### config.mk
export PLATFORM = sky130hd
export DESIGN_NAME = fetch_hazard_ctrl
export DESIGN_NICKNAME = d
export VERILOG_FILES = /design/src/rtl/core_pkg.sv /design/src/rtl/sat_counter.sv /design/src/rtl/fetch_hazard_ctrl.sv
export SDC_FILE = /design/constraint.sdc
export NUM_CORES = 1
export LEC_CHECK = 0
export ABC_CLOCK_PERIOD_IN_PS = 3200
export BUFFER_PORTS_ARGS = -buffer_cell sky130_fd_sc_hd__buf_2
export CAP_MARGIN = 20
export CORE_UTILIZATION = 55
export CTS_CLUSTER_DIAMETER = 50
export DETAILED_ROUTE_END_ITERATION = 7
export GPL_ROUTABILITY_DRIVEN = 1
export PLACE_DENSITY = 0.81
export SYNTH_ARGS = -nofsm -noshare
export SYNTH_HDL_FRONTEND = slang
export SYNTH_HIERARCHICAL = 1
export SYNTH_SLANG_ARGS = --single-unit
### constraint.sdc
create_clock -name clk -period 3.2 [get_ports clk]
set_clock_uncertainty 0.15 [all_clocks]
set_input_delay 0.64 -clock clk [delete_from_list [all_inputs] [get_ports clk]]
set_output_delay 0.64 -clock clk [all_outputs]
set_load 0.05 [all_outputs]
### src/rtl/core_pkg.sv
// Shared core definitions: fetch FSM state encoding and register-file constants.
package core_pkg;

   typedef enum logic [1:0] {
      RUN     = 2'd0,
      WAIT    = 2'd1,
      DISCARD = 2'd2
   } fetch_state_t;

   localparam int REG_ADDR_W = 5;
   localparam int REG_X0     = 0;

endpackage

### src/rtl/sat_counter.sv
// Saturating up-counter with synchronous clear (clear beats increment).
// Sticks at all-ones instead of wrapping; async active-low reset to zero.
module sat_counter #(
   parameter int W = 32
) (
   input  logic         clk,
   input  logic         reset,
   input  logic         clr,
   input  logic         inc,
   output logic [W-1:0] q
);

   always_ff @(posedge clk or negedge reset) begin
      if (!reset) begin
         q <= '0;
      end else if (clr) begin
         q <= '0;
      end else if (inc && (q != {W{1'b1}})) begin
         q <= q + W'(1);
      end
   end

endmodule

### src/rtl/fetch_hazard_ctrl.sv
// PC / IF-ID sequencing for the 5-stage core: load-use stalls, EX redirects,
// multi-cycle fetches and wrong-path fetch discard, plus stall/flush perf counters.
module fetch_hazard_ctrl #(
   parameter int CNT_W      = 32,
   parameter int REG_ADDR_W = core_pkg::REG_ADDR_W,
   parameter bit X0_FILTER  = 1'b1
) (
   input  logic                  clk,
   input  logic                  reset,
   input  logic                  imem_ready,
   input  logic [REG_ADDR_W-1:0] id_rs1,
   input  logic [REG_ADDR_W-1:0] id_rs2,
   input  logic                  ex_mem_read,
   input  logic [REG_ADDR_W-1:0] ex_rd,
   input  logic                  branch_taken,
   input  logic                  cnt_clr,
   output logic                  pc_write,
   output logic                  if_id_load,
   output logic                  if_id_flush,
   output logic                  id_ex_flush,
   output logic [CNT_W-1:0]      stall_cnt,
   output logic [CNT_W-1:0]      flush_cnt,
   output logic [1:0]            state_o
);
   import core_pkg::*;

   localparam logic [1:0] ST_RUN     = 2'(RUN);
   localparam logic [1:0] ST_WAIT    = 2'(WAIT);
   localparam logic [1:0] ST_DISCARD = 2'(DISCARD);

   logic [1:0] state;
   logic [1:0] next_state;
   logic       load_use;
   logic       rd_is_x0;
   logic       stall_inc;
   logic       flush_inc;

   assign rd_is_x0 = (ex_rd == REG_ADDR_W'(REG_X0));
   assign load_use = ex_mem_read && ((ex_rd == id_rs1) || (ex_rd == id_rs2))
                     && !(X0_FILTER && rd_is_x0);

   // Priority decoder; the unused encoding 3 falls through and behaves as RUN.
   always_comb begin
      pc_write    = 1'b0;
      if_id_load  = 1'b0;
      if_id_flush = 1'b0;
      id_ex_flush = 1'b0;
      stall_inc   = 1'b0;
      flush_inc   = 1'b0;
      next_state  = ST_RUN;
      if (!reset) begin
         if_id_flush = 1'b1;
         id_ex_flush = 1'b1;
      end else if (branch_taken) begin
         pc_write    = 1'b1;
         if_id_flush = 1'b1;
         id_ex_flush = 1'b1;
         flush_inc   = 1'b1;
         next_state  = imem_ready ? ST_RUN : ST_DISCARD;
      end else if (state == ST_DISCARD) begin
         if_id_flush = 1'b1;
         next_state  = imem_ready ? ST_RUN : ST_DISCARD;
      end else if (load_use) begin
         id_ex_flush = 1'b1;
         stall_inc   = 1'b1;
         next_state  = imem_ready ? ST_RUN : ST_WAIT;
      end else if (!imem_ready) begin
         // ID instruction moves on; a bubble follows it into IF/ID.
         if_id_flush = 1'b1;
         stall_inc   = 1'b1;
         next_state  = ST_WAIT;
      end else begin
         pc_write    = 1'b1;
         if_id_load  = 1'b1;
      end
   end

   always_ff @(posedge clk or negedge reset) begin
      if (!reset) begin
         state <= ST_RUN;
      end else begin
         state <= next_state;
      end
   end

   assign state_o = state;

   sat_counter #(.W(CNT_W)) u_stall_cnt (
      .clk   (clk),
      .reset (reset),
      .clr   (cnt_clr),
      .inc   (stall_inc),
      .q     (stall_cnt)
   );

   sat_counter #(.W(CNT_W)) u_flush_cnt (
      .clk   (clk),
      .reset (reset),
      .clr   (cnt_clr),
      .inc   (flush_inc),
      .q     (flush_cnt)
   );

endmodule
==> summary.md, run 1 <==
| Metric | Value |
|---|---|
| Status | `complete, no violations` |
| Cells after Synth | `431` |
| Fin area | `4740 um^2` |
| Syn nets | `454` |
| Slew headroom | `49.3%` |
| Vias per inst | `5.85` |
| Core Region | `6910 um^2` |
| WP data arrival | `2100 ps` |
| Most common cell on crit path | `buf_2` |
| Clock Path Buffers | `2` |
| Async set-reset flop share out of synthesis | `100%` |
| Clock latency on the worst-skew pair | `340 ps` |
| CP peak stage delay | `510 ps` |
| Global-route wire length before repair | `15.5 mm` |
| Synth unique cells | `47` |
| Layout fillers | `603` |
| Reg power frac | `51.1%` |
| Post-synth EDFFs | `0` |
| Die footprint | `7590 um^2` |
| Net load switching power | `409 uW` |
| WL per Instance | `15.1 um` |
| Post-CTS setup buffer count | `0` |
| RSZ-0062 raised after global routing | `no` |
| Max Transition Viols Final | `0` |
| Nets | `547` |
| Flops & latches, synth | `66` |
| CP Capture Type | `output port` |
| Placed cell areas | `4550 um^2` |
| Root Buffer | `clkbuf_8` |
| Main flop type after synthesis | `dfrtp_1` |
| Least-Margin Pin Slew | `755 ps` |
| Max-cap violations | `0` |
| Initial Util | `57.7%` |
| Die Width | `87.1 um` |
| Clock sinks | `66` |
| Power, Total | `1.65 mW` |
| Kind of critical path | `in2out` |
| Vert. Die Dim | `87.1 um` |
| Final Setup Violations | `0` |
| Final WL | `9.42 mm` |
| Area growth syn-to-layout | `18.9%` |
| Row count | `30` |
| Worst vdd ir | `0.195 mV` |
| Combinational power share | `8.1%` |
| Switching Share | `24.8%` |
| CP max-delay cell | `or4_1` |
| Cells along the critical path | `buf_2 -> or4_1 -> o21a_1 -> a311o_1 -> buf_2` |
| 1st-iter DRT viols | `221` |
| Critical path peak fanout | `5` |
| Post-synthesis sequential area ratio | `41.4%` |
| Clk pin slew, worst setup/hold paths | `70 ps` |
| Met3 usage in global routing | `5.88%` |
| CTS tree | `yes` |
| Gr busiest metal | `met2` |
| Leak | `2.16 nW` |
| Worst R2R End | `u_stall_cnt/q[21]` |
| Global Route met1 Usage | `32.9%` |
| Met2 Use GR | `44.0%` |
| Routability cong. | `0.895` |
| GRT Util Overall | `26.0%` |
| First-pass detailed-route iteration total | `5` |
| CTS H-tree lvls | `3` |
| Layout cells sized above 1 | `27.0%` |
| Initial antenna violation count | `0` |
| Crit Reg-Reg Startpoint | `state_o[1]` |
| Multi-input gate area | `2210 um^2` |
| Synth Area per Inst | `9.25 um^2` |
| Startpoint types | `input port` |
| I/O Pins | `91` |
| Clk pwr share | `40.7%` |
| Period minus WS final | `2890 ps` |
| Synthesized area | `3990 um^2` |
| Fmax | `346 MHz` |
| Register Area | `1650 um^2` |
| Power Density | `348 nW/um^2` |
| Post-DRT Antenna Nets | `0` |
| Total grt overflow | `0` |
| DP HPWL | `6.67 mm` |
| Yosys warning count | `6` |
| Internal | `1.24 mW` |
| Hold Crit Class | `in2async` |
| Reg2Reg Depth | `9` |
| Port bufs | `90` |
| Final hold viol count | `0` |
| Vias | `3658` |
| Crit path required time | `2410 ps` |
| Largest net degree at the start of global routing | `69` |
| Post-route setup TNS | `0 ps` |
| Place WS | `84.3 ps` |
| Flop2flop setup slack | `470 ps` |
| CTS Buf Count | `9` |
| Final worst slack | `313 ps` |
| Vias in the first global route | `3388` |
| Ant diodes | `0` |
| Residual DRC count | `0` |
| Fin crit share | `90.2%` |
==> layout make-up <==
type / instances / share of cell area (%)
clock buffers: 11 / 2.77
flip-flops and latches: 66 / 34.9
clock inverters: 5 / 1.16
multi-input cells: 336 / 46.7
inverters: 15 / 1.19
well taps: 96 / 2.53
repair buffers: 96 / 10.8
==> power groups by stage <==
stage	combinational, mW	clock, mW	sequential [mW]
2_1_floorplan	0.0652	0	0.871
3_3_place_gp	0.132	0	0.858
3_5_place_dp	0.136	0	0.858
4_1_cts	0.136	0.693	0.842
5_1_grt	0.148	0.733	0.842
6_report	0.134	0.671	0.842
==> cell usage in the layout (no fill, tap or decap), types with 13 or more instances in the layout <==
| cell | count |
|---|---|
| buf_2 | 90 |
| dfrtp_1 | 66 |
| nor2_1 | 53 |
| xnor2_1 | 30 |
| nand3_1 | 27 |
| nand2_1 | 24 |
| a21oi_1 | 22 |
| inv_1 | 15 |
| and3_1 | 14 |
| nor2b_1 | 13 |
==> flip-flops by register name (all words and copies together) (netlist names) <==
name	count
u_flush_cnt/q	32
u_stall_cnt/q	32
state_o	2
==> synth_stat cells, types with 10 or more instances <==
library cell / number / share of area, %
mux2_2: 10 / 2.8
nor3_1: 10 / 1.3
nand4_1: 12 / 1.9
xnor2_1: 30 / 6.6
or3_1: 10 / 1.6
dfrtp_1: 66 / 41
a211oi_1: 10 / 1.9
nand2_1: 24 / 2.3
inv_1: 15 / 1.4
nor2b_1: 13 / 2.0
and3_1: 14 / 2.2
nor2_1: 53 / 5.0
nand3_1: 27 / 3.4
a21oi_1: 22 / 2.8
==> metrics by stage <==
| stage | utilization (%) | hold slack (ps) | instances |
|---|---|---|---|
| floorplan | - | 194 | 431 |
| global placement | 65.9 | 411 | 609 |
| detailed placement | 65.9 | 435 | 609 |
| CTS | 68.6 | 334 | 625 |
| global route | 68.6 | 315 | 625 |
| finish | 68.6 | 275 | 625 |
==> how the worst max path moves through the flow <==
stage,from,to,slack (ps)
after global placement,reset,pc_write,200
after CTS,reset,pc_write,150
after global routing,ex_rd[1],pc_write,230
after detailed placement,ex_rd[1],u_stall_cnt/q[11],80
after floorplan,ex_rd[1],if_id_flush,200
final,ex_rd[1],id_ex_flush,310
==> layer usage <==
| metal | part of all wire (%) | up-vias |
|---|---|---|
| li1 | - | 1749 |
| met1 | 44 | 1773 |
| met2 | 50 | 123 |
| met3 | 5.2 | 13 |
| met4 | 1.0 | 0 |
| met5 | 0 | - |
==> kinds of logic after synthesis <==
group / share of synthesized area (%)
AOI/OAI and AO/OA: 12.6
xor gates and xnor gates: 7.91
adders and majority gates: 0.628
buffers and inverters: 3.05
DFF: 41.4
muxes: 4.08
and+or+nand+nor: 30.3
==> critical path: cells and delay by family <==
kind | cells | cell delay, ps
AOI/OAI and AO/OA | 2 | 600
and+or+nand+nor | 1 | 510
buffers and inverters | 2 | 340
==> repair_timing <==
item / in CTS / in global routing
hold buffers: 0 / 0
setup endpoints to repair: 0 / 1
gates resized for setup: 0 / 1
No activity file was read; power rests on OpenSTA's default activity.
==> run 2: changes to the inputs <==
- ABC_AREA: unset -> 1
- CORE_UTILIZATION: 55 -> 57
- PLACE_DENSITY: 0.81 -> 0.82
==> summary.md, run 2 <==
| Metric | Value |
|---|---|
| Status | `complete, no violations` |
| GRT Util Overall | `31.3%` |
| Vert. Die Dim | `94.2 um` |
| Nets | `876` |
| Placed cells | `947` |
| Slew headroom | `43.5%` |
| Post-Synth Adder-Cell Area | `0.517%` |
| Final Setup Violations | `0` |
| Critical path peak fanout | `5` |
| Most common cell after layout, fill and taps aside | `nand2_1` |
| Multiplexer area fraction after synthesis | `0%` |
| Fin crit share | `76.8%` |
| 1st-iter DRT viols | `372` |
| WP data arrival | `1670 ps` |
| Total grt overflow | `0` |
| Synth area leader | `dfrtp_1` |
| Layout cells sized above 1 | `17.8%` |
| Post-CTS setup buffer count | `0` |
| CTS H-tree lvls | `3` |
| Initial Util | `59.0%` |
| Top cells by area, synth | `dfrtp_1 34%, nand2_1 23%, nor2_1 9.0%` |
| Core Region | `8220 um^2` |
| Power Density | `324 nW/um^2` |
| Cells after Synth | `762` |
| Vias in the first global route | `4830` |
| Routability cong. | `0.960` |
| CTS tree | `yes` |
| Die Width | `94.2 um` |
| Port bufs | `90` |
| Clock latency on the worst-skew pair | `360 ps` |
| Vias | `5204` |
| Reg2Reg Depth | `11` |
| Top cells by instance count after synthesis | `297 x nand2_1, 116 x nor2_1, 72 x inv_1, 71 x nand3_1, 66 x dfrtp_1` |
| Post-synthesis sequential area ratio | `34.1%` |
| I/O Pins | `91` |
| RSZ-0062 raised after global routing | `no` |
| Layout fillers | `734` |
| Die footprint | `8870 um^2` |
| Async set-reset flop share out of synthesis | `100%` |
| Period minus WS final | `2460 ps` |
| Synth Area per Inst | `6.36 um^2` |
| Hold Crit Class | `in2reg` |
| Least-Margin Pin Slew | `847 ps` |
| Hold buffers post-CTS | `0` |
| Post-synth EDFFs | `0` |
| Fin area | `5570 um^2` |
| Clock Path Buffers | `2` |
| Row count | `33` |
| Fmax | `407 MHz` |
| Post-CTS Resized | `0` |
| First-pass detailed-route iteration total | `5` |
| Power, Total | `1.81 mW` |
| Ant diodes | `0` |
| Final WL | `13.0 mm` |
| Kind of critical path | `in2out` |
| Clock sinks | `66` |
| Main flop type after synthesis | `dfrtp_1` |
| Startpoint types | `input port` |
| Register Area | `1650 um^2` |
| Synth Area in Simple Gates | `48.6%` |
| Max-cap violations | `0` |
| Crit path required time | `2410 ps` |
| Global-route wire length before repair | `21.7 mm` |
| CP Capture Type | `output port` |
| Post-route setup TNS | `0 ps` |
| Flops & latches, synth | `66` |
| Top-count cell post-synth | `nand2_1` |
| DP HPWL | `9.34 mm` |
| CTS Buf Count | `9` |
| Final hold viol count | `0` |
| WL per Instance | `13.5 um` |
| Hold Path Cell Cnt | `2` |
| Synthesized area | `4840 um^2` |
| Vias per inst | `5.40` |
| Main combinational cell family by area after synthesis | `simple AND/OR/NAND/NOR gates` |
| Fin cells | `963` |
| Leak | `2.89 nW` |
| Syn nets | `785` |
| Post-DRT Antenna Nets | `0` |
| Residual DRC count | `0` |
| Largest net degree at the start of global routing | `67` |
| Initial antenna violation count | `0` |
| Placed cell areas | `5350 um^2` |
| Synth Area in Compound Gates | `4.49%` |
| Most frequent cells in the layout | `297 x nand2_1, 116 x nor2_1, 90 x buf_2, 72 x inv_1, 71 x nand3_1` |
| Max Transition Viols Final | `0` |
| Clk pin slew, worst setup/hold paths | `80 ps` |
| Synth unique cells | `31` |
| Yosys warning count | `6` |
| Synth top area share | `34.1%` |
| Synth Area in XOR/XNOR | `3.62%` |
| Root Buffer | `clkbuf_8` |
| Worst vdd ir | `0.223 mV` |
| Area growth syn-to-layout | `14.9%` |
| Multi-input gate area | `2770 um^2` |
run 2: cell count changes after synthesis, sizes merged, moves of 20 or more:
| cell | change |
|---|---|
| inv | +64 |
| nand2 | +289 |
| nand3 | +43 |
| nor2 | +77 |
| o21ai | +21 |
| xnor2 | -20 |
run 2: final timing paths:
path,from,endpoint,slack (ps)
max in group asynchronous,reset,u_stall_cnt/q[25],1910
worst min register to register,u_stall_cnt/q[31],u_stall_cnt/q[31],410
min in group asynchronous,reset,u_flush_cnt/q[31],430
worst max-delay path,ex_rd[3],if_id_load,740
worst min-delay path,imem_ready,state_o[0],370
worst max register to register,u_flush_cnt/q[1],u_flush_cnt/q[26],880
run 2: kinds of logic (layout without fill, tap and decap cells):
family,after synthesis,count (layout)
compound gates,41,41
xor+xnor,20,20
fa+ha+maj,2,2
buf+inv,96,192
flops,66,66
simple gates,537,537
run 2: worst max-delay path, cell delays in order:
cell	delay (ps)
buf_2	120
inv_2	60
nand4_1	100
o21ai_0	160
inv_1	90
nand2_4	100
nand2_1	50
nor2_1	80
buf_2	270
run 2: per-stage QoR:
step / hold WS (ps) / worst slack (ps) / util (%)
after floorplan: 194 / 655 / -
after global placement: 381 / 724 / 65.1
after detailed placement: 392 / 700 / 65.1
after CTS: 361 / 746 / 67.7
after global routing: 383 / 641 / 67.7
final: 373 / 744 / 67.7
run 2: power by group:
part	internal, mW	switching [mW]	total, mW
logic	0.0390	0.124	0.163
clock network	0.442	0.362	0.803
registers	0.837	0.00337	0.840
total	1.32	0.489	1.81
run 2: routing by layer:
layer  share of wire (%)  vias to the layer above  track usage, %
met3                 7.9                       41            4.94
met5                   0                        -               0
met4                 2.7                        0            14.7
met1                  40                     2377            38.1
li1                    -                     2565               -
met2                  49                      221            53.7
run 2: area by class of cell:
type | instances | share of cell area, %
clock inverter | 6 | 1.62
sequential | 66 | 29.7
tap | 105 | 2.36
timing repair buffer | 96 | 8.90
inverter | 80 | 5.39
multi-input combinational | 600 | 49.8
clock buffer | 10 | 2.29
==> run 3: changes to the inputs <==
- ABC_CLOCK_PERIOD_IN_PS: 3200 -> 2100
- CORE_UTILIZATION: 57 -> 51
- PLACE_DENSITY: 0.82 -> 0.77
- clock period: 3.2 -> 2.1 ns (I/O delays scaled with it)
==> summary.md, run 3 (synthesized netlist as in run 2, its figures left out) <==
| Metric | Value |
|---|---|
| Most frequent cells in the layout | `297 x nand2_1, 114 x nor2_1, 89 x buf_2, 72 x inv_1, 71 x nand3_1` |
| I/O Pins | `91` |
| CTS H-tree lvls | `3` |
| Placed cell areas | `5570 um^2` |
| Fin cells | `1013` |
| Power Density | `437 nW/um^2` |
| Post-Route M1 WL | `5.69 mm` |
| Least-Margin Pin Slew | `499 ps` |
| Vert. Die Dim | `99.5 um` |
| Largest net degree at the start of global routing | `35` |
| Worst vdd ir | `0.289 mV` |
| Routability cong. | `0.898` |
| CTS Buf Count | `9` |
| Nets | `902` |
| Vias per inst | `5.17` |
| Critical path peak fanout | `3` |
| First-pass detailed-route iteration total | `6` |
| Initial antenna violation count | `0` |
| WP data arrival | `1440 ps` |
| Startpoint types | `flop` |
| Register Area | `1660 um^2` |
| Max Transition Viols Final | `0` |
| Layout fillers | `893` |
| Kind of critical path | `reg2out` |
| Leak | `3.00 nW` |
| Row count | `35` |
| Area growth syn-to-layout | `19.5%` |
| CTS tree | `yes` |
| Hold Crit Class | `in2async` |
| Root Buffer | `clkbuf_8` |
| Vias in the first global route | `4798` |
| CP Capture Type | `output port` |
| DP HPWL | `9.92 mm` |
| Max layer used | `met4` |
| Fin crit share | `95.7%` |
| 1st-iter DRT viols | `264` |
| Hold Slack | `55.2 ps` |
| Vias | `5237` |
| Period minus WS final | `2010 ps` |
| Clk pin slew, worst setup/hold paths | `90 ps` |
| Die footprint | `9890 um^2` |
| Fmax | `498 MHz` |
| Layout cells sized above 1 | `21.5%` |
| Hold buffers post-CTS | `0` |
| Ant diodes | `0` |
| Initial Util | `52.4%` |
| Die Width | `99.5 um` |
| Max-cap violations | `0` |
| Flop2flop setup slack | `140 ps` |
| Global-route wire length before repair | `21.9 mm` |
| Met3 wire length | `836 um` |
| WL per Instance | `13.2 um` |
| Total grt overflow | `0` |
| Multi-input gate area | `2780 um^2` |
| GRT Util Overall | `27.8%` |
| Port bufs | `90` |
| Final hold viol count | `0` |
| Core Region | `9240 um^2` |
| Final WL | `13.4 mm` |
| Most common cell after layout, fill and taps aside | `nand2_1` |
| Residual DRC count | `0` |
| Post-DRT Antenna Nets | `0` |
| Clock Path Buffers | `2` |
| Clock sinks | `66` |
| Crit path required time | `1530 ps` |
| Final Setup Violations | `0` |
| Status | `complete, no violations` |
| DR WL met2 | `6.67 mm` |
| Fin area | `5790 um^2` |
| Placed cells | `993` |
| Slew headroom | `66.7%` |
| Clock latency on the worst-skew pair | `350 ps` |
==> run 3: cell types whose count changed in the layout (fill, tap and decap cells not counted), sizes merged <==
cell / delta
clkbuf: -1
buf: +26
clkinvlp: +2
bufinv: -2
clkinv: +2
inv: -1
==> run 3: per-layer routing <==
layer	track usage (%)	vias to the layer above
li1	-	2610
met1	35.0	2428
met2	49.3	185
met3	4.08	14
met4	8.14	0
met5	0	-
==> run 3: where the power goes <==
part	internal (mW)	switching [mW]	total (mW)
sequential	1.28	0.00478	1.28
clock	0.424	0.545	0.968
combinational	0.0797	0.199	0.279
total	1.78	0.748	2.53
==> run 3: area by class of cell <==
type                    count  area share, %
multi-input cells         600           48.0
flip-flops and latches     66           28.7
repair buffers            122           12.4
inverters                  80           5.19
well taps                 129           2.79
clock buffers               9           2.14
clock inverters             7          0.800
==> run 3: critical path: stages, from the launching register on <==
cell and delay, ps:
dfrtp_2 400, nor2_1 250, nor2_2 90, nand2_1 130
nor2_2 50, buf_4 180
==> run 3: final timing paths <==
path | from | to | cells past startpoint
min in group clk | imem_ready | state_o[1] | 2
worst max-delay path | state_o[0] | if_id_load | 5
worst min-delay path | reset | u_stall_cnt/q[7] | 2
worst max register to register | u_flush_cnt/q[0] | u_flush_cnt/q[19] | 11
max in group asynchronous | reset | state_o[1] | 2
worst min register to register | u_flush_cnt/q[1] | u_flush_cnt/q[1] | 2
==> run 3: metrics by stage <==
stage / setup TNS [ps] / worst slack, ps / power (mW) / utilization, %
floorplan: 0 / 13.6 / 1.47 / -
global placement: 0 / 87.8 / 1.57 / 60.2
detailed placement: 0 / 28.4 / 1.58 / 60.2
CTS: 0 / 9.60 / 2.54 / 62.1
global route: -6.30 / -6.30 / 2.63 / 62.6
finish: 0 / 90.8 / 2.53 / 62.6
==> run 3: repair_timing <==
item / in CTS / in global routing
setup endpoints to repair: 1 / 36
pin swaps: 0 / 3
gates resized for setup: 1 / 6
hold endpoints to repair: 0 / 0
buffers inserted: 0 / 4
